==> config.mk <==
export PLATFORM = sky130hd
export DESIGN_NAME = count_pwm_gen
export DESIGN_NICKNAME = d
export VERILOG_FILES = /design/src/rtl/count_pwm_gen_pkg.sv /design/src/rtl/count_wrap_detect.sv /design/src/rtl/count_pwm_gen.sv
export SDC_FILE = /design/constraint.sdc
export NUM_CORES = 1
export LEC_CHECK = 0
export ABC_AREA = 1
export CAP_MARGIN = 20
export CORE_MARGIN = 2
export CORE_UTILIZATION = 51
export CTS_CLUSTER_SIZE = 8
export DETAILED_ROUTE_END_ITERATION = 10
export HOLD_SLACK_MARGIN = 0.05
export PLACE_DENSITY = 0.78
export SLEW_MARGIN = 20
export SYNTH_ARGS = -nofsm -noshare
export SYNTH_HDL_FRONTEND = slang
export SYNTH_SLANG_ARGS = --single-unit
==> constraint.sdc <==
create_clock -name clk -period 2.8 [get_ports clk]
set_input_delay 0.42 -clock clk [delete_from_list [all_inputs] [get_ports clk]]
set_output_delay 0.42 -clock clk [all_outputs]
set_load 0.005 [all_outputs]
==> src/rtl/count_pwm_gen_pkg.sv <==
// Shared types and defaults for consumers of the free-running binary counter.
package count_pwm_gen_pkg;

  localparam int COUNT_W    = 8;
  localparam int PCNT_W_DEF = 16;

  typedef enum logic [1:0] {
    ST_IDLE  = 2'd0,
    ST_ARMED = 2'd1,
    ST_RUN   = 2'd2
  } state_e;

  // Maps the raw "count below duty" comparison onto the configured polarity.
  function automatic logic pwm_level(input logic raw, input logic active_high);
    return active_high ? raw : !raw;
  endfunction

endpackage

==> src/rtl/count_wrap_detect.sv <==
// Remembers the previous count and flags any decrease (natural wrap or upstream restart).
module count_wrap_detect
  import count_pwm_gen_pkg::*;
#(
  parameter int W = COUNT_W
) (
  input  logic         clk_i,
  input  logic         reset_i,
  input  logic [W-1:0] count_i,
  output logic [W-1:0] count_q_o,
  output logic         wrap_o
);

  logic [W-1:0] count_q;

  always_ff @(posedge clk_i) begin
    if (reset_i) begin
      count_q <= '0;
    end else begin
      count_q <= count_i;
    end
  end

  // Equal or increasing counts never count as a wrap.
  assign wrap_o    = (count_i < count_q);
  assign count_q_o = count_q;

endmodule

==> src/rtl/count_pwm_gen.sv <==
// PWM generator slaved to an external free-running counter; the duty value is
// double-buffered and only swapped into the comparator at period boundaries.
module count_pwm_gen
  import count_pwm_gen_pkg::*;
#(
  parameter int W           = COUNT_W,
  parameter bit ACTIVE_HIGH = 1'b1,
  parameter int PCNT_W      = PCNT_W_DEF
) (
  input  logic              clk,
  input  logic              reset,
  input  logic              enable,
  input  logic [W-1:0]      count,
  input  logic [W-1:0]      duty_in,
  input  logic              duty_valid,
  output logic              duty_ready,
  output logic              duty_applied,
  output logic              period_start,
  output logic              pwm_out,
  output logic              running,
  output logic [PCNT_W-1:0] period_cnt
);

  localparam logic              PWM_INACTIVE = !ACTIVE_HIGH;
  localparam logic [PCNT_W-1:0] PCNT_ONE     = PCNT_W'(1);

  state_e            state_q, state_d;
  logic [W-1:0]      shadow_q, shadow_d;
  logic [W-1:0]      active_q, active_d;
  logic              pending_q, pending_d;
  logic              pwm_q, pwm_d;
  logic              period_start_q;
  logic              duty_applied_q;
  logic [PCNT_W-1:0] period_cnt_q, period_cnt_d;

  logic         wrap;
  logic [W-1:0] count_prev;
  logic         period_upd;
  logic         apply;
  logic         accept;

  count_wrap_detect #(
    .W(W)
  ) u_wrap (
    .clk_i    (clk),
    .reset_i  (reset),
    .count_i  (count),
    .count_q_o(count_prev),
    .wrap_o   (wrap)
  );

  always_comb begin
    state_d = state_q;
    unique case (state_q)
      ST_IDLE:  if (enable) state_d = ST_ARMED;
      ST_ARMED: begin
        if (!enable)   state_d = ST_IDLE;
        else if (wrap) state_d = ST_RUN;
      end
      ST_RUN:   if (!enable) state_d = ST_IDLE;
      default:  state_d = ST_IDLE;
    endcase
  end

  // A period boundary counts only once running, including the wrap that starts the run.
  assign period_upd = wrap && ((state_q == ST_RUN) ||
                               (state_q == ST_ARMED && state_d == ST_RUN));
  assign apply      = period_upd && pending_q;
  assign accept     = duty_valid && !pending_q;

  always_comb begin
    shadow_d     = shadow_q;
    active_d     = active_q;
    pending_d    = pending_q;
    period_cnt_d = period_cnt_q;
    pwm_d        = PWM_INACTIVE;
    if (accept) begin
      shadow_d  = duty_in;
      pending_d = 1'b1;
    end
    if (apply) begin
      active_d  = shadow_q;
      pending_d = 1'b0;
    end
    if (period_upd) begin
      period_cnt_d = period_cnt_q + PCNT_ONE;
    end
    if (state_d == ST_RUN) begin
      pwm_d = pwm_level(count < active_d, ACTIVE_HIGH);
    end
  end

  always_ff @(posedge clk) begin
    if (reset) begin
      state_q        <= ST_IDLE;
      shadow_q       <= '0;
      active_q       <= '0;
      pending_q      <= 1'b0;
      pwm_q          <= PWM_INACTIVE;
      period_start_q <= 1'b0;
      duty_applied_q <= 1'b0;
      period_cnt_q   <= '0;
    end else begin
      state_q        <= state_d;
      shadow_q       <= shadow_d;
      active_q       <= active_d;
      pending_q      <= pending_d;
      pwm_q          <= pwm_d;
      period_start_q <= wrap;
      duty_applied_q <= apply;
      period_cnt_q   <= period_cnt_d;
    end
  end

  assign duty_ready   = !pending_q;
  assign duty_applied = duty_applied_q;
  assign period_start = period_start_q;
  assign pwm_out      = pwm_q;
  assign running      = (state_q == ST_RUN);
  assign period_cnt   = period_cnt_q;

endmodule

Word-level counts from Yosys, hierarchy flattened. Index checks and enable logic that the tools add are counted.

Add/subtract/negate cells: 1. Multipliers: 0. Div/mod/pow operators: 0. $lt $le $gt $ge: 2. Equal/unequal tests: 3. Shift operators: 0. Mux-type cells: 6. Bitwise operators: 1. Reduce and logical (&&, ||, !) cells: 9.

Operators by type and width (number): 16-bit by 1-bit adder with 16-bit output, second input constant (1); 8-bit less-than comparator (2); 2-bit two-way mux (4); 8-bit two-way mux (1); 2-bit one-hot mux with 3 select lines (1); 2-bit equality test, second input constant (2); 1-bit logical AND (4); 2-bit OR reduction (2); 2-bit by 1-bit equality test with 1-bit output, second input constant (1); 2-bit logical NOT (1); 1-bit logical NOT (1); 1-bit logical OR (1); 1-bit inverter (1).

Register bits: 46. Latch bits: 0. RAM bits: 0. Memory bits (read-only): 0. Input port bits: 20. Logic and storage cells: 31. Memories kept: 0.

Longest topological paths before layout.
Depth after elaboration: 11. Depth in mapped cells: 16. Gate-level depth less buffers: 15.

Cells and area by module. Synthesis repeated with hierarchy kept, for this count alone.

Cell total of the unflattened synthesis: 264. Area, all modules: 2143.3 um^2.

Modules (own cells, without submodules): count_pwm_gen (times used 1, cells an instance 209, area an instance 1734.2 um^2); count_wrap_detect (times used 1, cells an instance 55, area an instance 409.1 um^2).

Worst setup path before layout. OpenSTA, ideal clock, no wires.

Kind: input-to-reg. Start point: input port count[7]. End point: register pwm_q (netlist: pwm_out). Setup time: 0.070 ns. Arrival time: 2.141 ns. Setup slack: 0.589 ns. Cell stages on the path: 11. Path buffers: 1. Cell sequence: ha_1 -> nand2_2 -> inv_2 -> nor3_2 -> nand4_1 -> buf_4 -> mux2i_1 -> ha_1 -> a21oi_1 -> o211ai_1 -> a21oi_1.

Longest elaborated chain between the ends: 11.

RTL lines: start: declaration (RTL line count_pwm_gen.sv:13) `input logic [W-1:0] count,`; 8-bit less-than comparator (RTL line count_wrap_detect.sv:25) `assign wrap_o = (count_i < count_q);`; 2-bit two-way mux (RTL line count_pwm_gen.sv:58) `else if (wrap) state_d = ST_RUN;`; 2-bit two-way mux (RTL line count_pwm_gen.sv:57) `if (!enable) state_d = ST_IDLE;`; 2-bit one-hot mux with 3 select lines (RTL line count_pwm_gen.sv:54) `unique case (state_q)`; 2-bit equality test (RTL line count_pwm_gen.sv:67, count_pwm_gen.sv:88); 1-bit logical AND (RTL line count_pwm_gen.sv:67) `(state_q == ST_ARMED && state_d == ST_RUN));`; 1-bit logical OR (RTL line count_pwm_gen.sv:66) `assign period_upd = wrap && ((state_q == ST_RUN) ||`; 1-bit logical AND (RTL line count_pwm_gen.sv:66); 1-bit logical AND (RTL line count_pwm_gen.sv:68) `assign apply = period_upd && pending_q;`; 8-bit two-way mux (RTL line count_pwm_gen.sv:81) `if (apply) begin`; 8-bit less-than comparator (RTL line count_pwm_gen.sv:89) `pwm_d = pwm_level(count < active_d, ACTIVE_HIGH);`; end signal: assignment (RTL line count_pwm_gen.sv:108) `pwm_q <= pwm_d;`; end: declaration (RTL line count_pwm_gen.sv:31) `logic pwm_q, pwm_d;`.

Parallel ways exist; a longest one is shown, timed or not. A chain may end at the register's enable or synchronous reset.

Final worst setup path. Ends and elaborated chain as after synthesis.

==> summary.md <==
| Metric | Value |
|---|---|
| Status | completed |
| Register area share after synthesis | a little over two fifths |
| Clock latency on the worst-skew pair | 0.30 ns |
| Antenna diode count | 0 |
| Worst vdd ir | 0.355 mV |
| M1 WL | slightly above 2000 um |
| DRC errors left | 0 |
| Leakage | 1.24 nW |
| Starting density of the core | 54.0% |
| Global Route Usage Sum | a little over 20% |
| Final Power | around 1.4 mW |
| CP Launch Type | primary input |
| Worst hold margin | 0.510 ns |
| # IOs | 41 |
| RSZ-0062 raised after global routing | false |
| Clock sink total | 46 |
| Die height | slightly below 70 um |
| Final cell count without fillers | approximately 380 |
| GR Overflow Total | 0 |
| Proportion of layout cells with a drive suffix above 1 | a little under a tenth |
| WL/cell | roughly 12 um |
| DP Wirelength | 3290 um |
| Uppermost layer routed | met4 |
| Synth-to-Final Area Change | 28.1% |
| Full die area | approximately 4800 sq um |
| Crit-path max cell delay | 0.43 ns |
| Max-cap violations | 0 |
| CP dominant cell by count | nand2_1 |
| DP Cell Count | between 300 and 400 |
| First-pass GRT wire length | ~7900 um |
| Setup WS pre-CTS | -0.0416 ns |
| DRT Pass-1 Iters | 4 |
| Mean Syn Cell Area | between 7 and 8 sq um |
| Asr flop ratio synth | 0% |
| Synthesized area | roughly 2200 sq um |
| Register bit count reported by yosys | 46 |
| Period utilization | 90.0% |
| Final wirelength | 4470 um |
| Max-slew violation count | 0 |
| Least-Margin Pin Slew | between 0.5 and 0.6 ns |
| Core area | a little over 4000 sq um |
| Met3 wire len | 199 um |
| Final nets | around 360 |
| Vias per inst | 5.05 |
| Setup ws final | around 0.28 ns |
| Initial antenna violation count | 0 |
| Synth top area share | between 40% and 50% |
| Mapped Cells | 280 |
| ANT nets after route | 0 |
| I/O Buffers | 40 |
| Power Density | between 500 and 600 nW/um^2 |
| EDFF count, synth | 0 |
| Post-Syn Nets | between 300 and 400 |
| CTS resizes | 0 |
| HP Class | reg -> reg |
| Filler instances | 323 |
| Worst R2R Path Depth | 14 |
| Leading area contributor after synthesis | dfxtp_1 |
| Post-synth top cells | dfxtp_1, inv_1, nor2_1 |
| CP bufs+invs | 3 |
| Largest net degree at the start of global routing | 27 |
| # H-tree levels | 2 |
| Bufs on Longest Clock Path | 2 |
| Initial DRC count | 84 |
| Max_slew headroom | roughly two thirds |
| Final min period | about 2.5 ns |
| Total CTS buffers | 5 |
| CTS tree | yes |
| Die Wd | 69.6 um |
| R2r endpoint | pwm_out$_SDFF_PP0_ |
| CP Cell Sequence | clkdlybuf4s50_1, ha_1, nand2_1, nor2_1, nand2_2, nand4_1, buf_4, mux2i_1, ha_1, nand2_1, inv_1, nand2_1, nand2_1, a21oi_1 |
| Fmax | about 400 MHz |
| Setup crit end | pwm_out$_SDFF_PP0_ |
| Hold Buf Count CTS | 0 |
| Critical Path End Type | register |
| Worst path top cell family by delay | buffers and inverters |
| Setup crit start | count[7] |
| Worst reg2reg setup slack | about 0.50 ns |
| Cell variety after synth | 32 |
| Kind of critical path | in -> reg |
| Std-Cell Rows | 23 |
| Top post-synthesis cells by area | dfxtp_1, ha_1, inv_1 |
| WP data arrival | 2.76 ns |
| Worst path required time | 3.04 ns |
| Final GP Congestion | ~0.75 |
| Clock skew | approximately 0.0073 ns |
| Vias in the first global route | around 1,900 |
| Synth warn | 0 |
| Post-Route Utilization | about 69% |
| Met2 routed WL | around 2100 um |
| Crit. path cell count | 14 |
| Clock slew seen by the registers of the worst setup and hold paths | approximately 0.09 ns |
| Root Driver | clkbuf_8 |
| FF-to-FF Start | u_wrap.count_q_o[7]$_SDFF_PP0_ |
| Slowest cell on crit path | clkdlybuf4s50_1 |
| # setup viols final | 0 |
| Most common cell in the netlist | dfxtp_1 |
| Vias | 1,908 |
| Ys flop type | dfxtp_1 |
| # Post-CTS Setup Buffers | 0 |
| CP Max Fanout | 10 |
| Final Hold Violating Endpoints | 0 |
## final cells by class
| class | instances | area (sq um) | area share [%] |
|---|---|---|---|
| multi-input combinational | 180 | 1060 | 37.9 |
| inverter | 49 | 184 | 6.55 |
| tap | 50 | 62.6 | 2.23 |
| clock buffer | 5 | 68.8 | 2.45 |
| sequential | 46 | 921 | 32.8 |
| timing repair buffer | 45 | 438 | 15.6 |
| clock inverter | 3 | 68.8 | 2.45 |
## worst min-delay path by stage
stage                                            end                        from  slack, ns  cells past startpoint
after global placement    period_cnt[8]$_SDFFE_PP0N_  period_cnt[8]$_SDFFE_PP0N_       0.48                      1
after CTS                 period_cnt[0]$_SDFFE_PP0N_  period_cnt[0]$_SDFFE_PP0N_       0.51                      1
after detailed placement  period_cnt[9]$_SDFFE_PP0N_  period_cnt[9]$_SDFFE_PP0N_       0.49                      2
after floorplan             shadow_q[0]$_SDFFE_PP0P_    shadow_q[0]$_SDFFE_PP0P_       0.43                      2
final                       shadow_q[0]$_SDFFE_PP0P_    shadow_q[0]$_SDFFE_PP0P_       0.51                      2
after global routing      period_cnt[0]$_SDFFE_PP0N_  period_cnt[0]$_SDFFE_PP0N_       0.53                      1
## worst register-to-register path, stage by stage, from the launching register on
cell	delay, ns
dfxtp_1	0.32
inv_1	0.04
ha_1	0.29
nand2_1	0.08
nor2_1	0.18
nand2_2	0.11
nand4_1	0.08
buf_4	0.20
mux2i_1	0.33
ha_1	0.31
nand2_1	0.08
inv_1	0.03
nand2_1	0.05
nand2_1	0.05
a21oi_1	0.10
## report_power, final
group          leakage (nW)  switching, mW  internal [mW]
logic                 0.801         0.0808         0.0733
registers             0.376         0.0105          0.675
clock network        0.0683          0.234          0.358
## cell families after synthesis
kind of cell | Yosys count | share of synthesized area, %
compound gates | 43 | 10.3
xor+xnor | 2 | 0.799
fa+ha+maj | 15 | 8.56
buf+inv | 54 | 9.42
flops | 46 | 42.0
mux | 7 | 3.20
simple gates | 113 | 25.7
## sequential cells by signal, summed over array words and instances, names as in the netlist
register          count
active_q              8
period_cnt           16
pwm_out               1
duty_applied          1
state_q               2
u_wrap.count_q_o      8
shadow_q              8
period_start          1
pending_q             1
## stage by stage
step	TNS, ns	instance area (sq um)
floorplan	0	2190
global placement	0	2670
detailed placement	-0.0416	2670
CTS	0	2810
global route	0	2810
finish	0	2810
## layout by cell type (no fill, tap or decap), types with 2 or more instances in the layout
cell | synthesis | final
a21oi_1 | 22 | 22
buf_4 | 1 | 5
bufinv_16 | 0 | 2
clkbuf_8 | 0 | 5
clkdlybuf4s50_1 | 0 | 40
dfxtp_1 | 46 | 46
ha_1 | 15 | 15
inv_1 | 45 | 45
inv_2 | 3 | 3
mux2i_1 | 7 | 7
nand2_1 | 39 | 39
nand2_2 | 3 | 3
nand3_1 | 3 | 3
nand4_1 | 3 | 3
nor2_1 | 45 | 45
nor2_2 | 2 | 2
nor3_1 | 5 | 5
nor3_2 | 2 | 2
nor3b_1 | 2 | 2
nor4_1 | 2 | 2
o211ai_1 | 2 | 2
o21ai_0 | 17 | 17
## per-layer routing
layer	track usage [%]	vias to the layer above
met2	34.8	56
met1	24.1	856
li1	-	986
met5	0	-
met4	7.41	0
met3	5.23	10
Power figures use the tool's default switching activity.
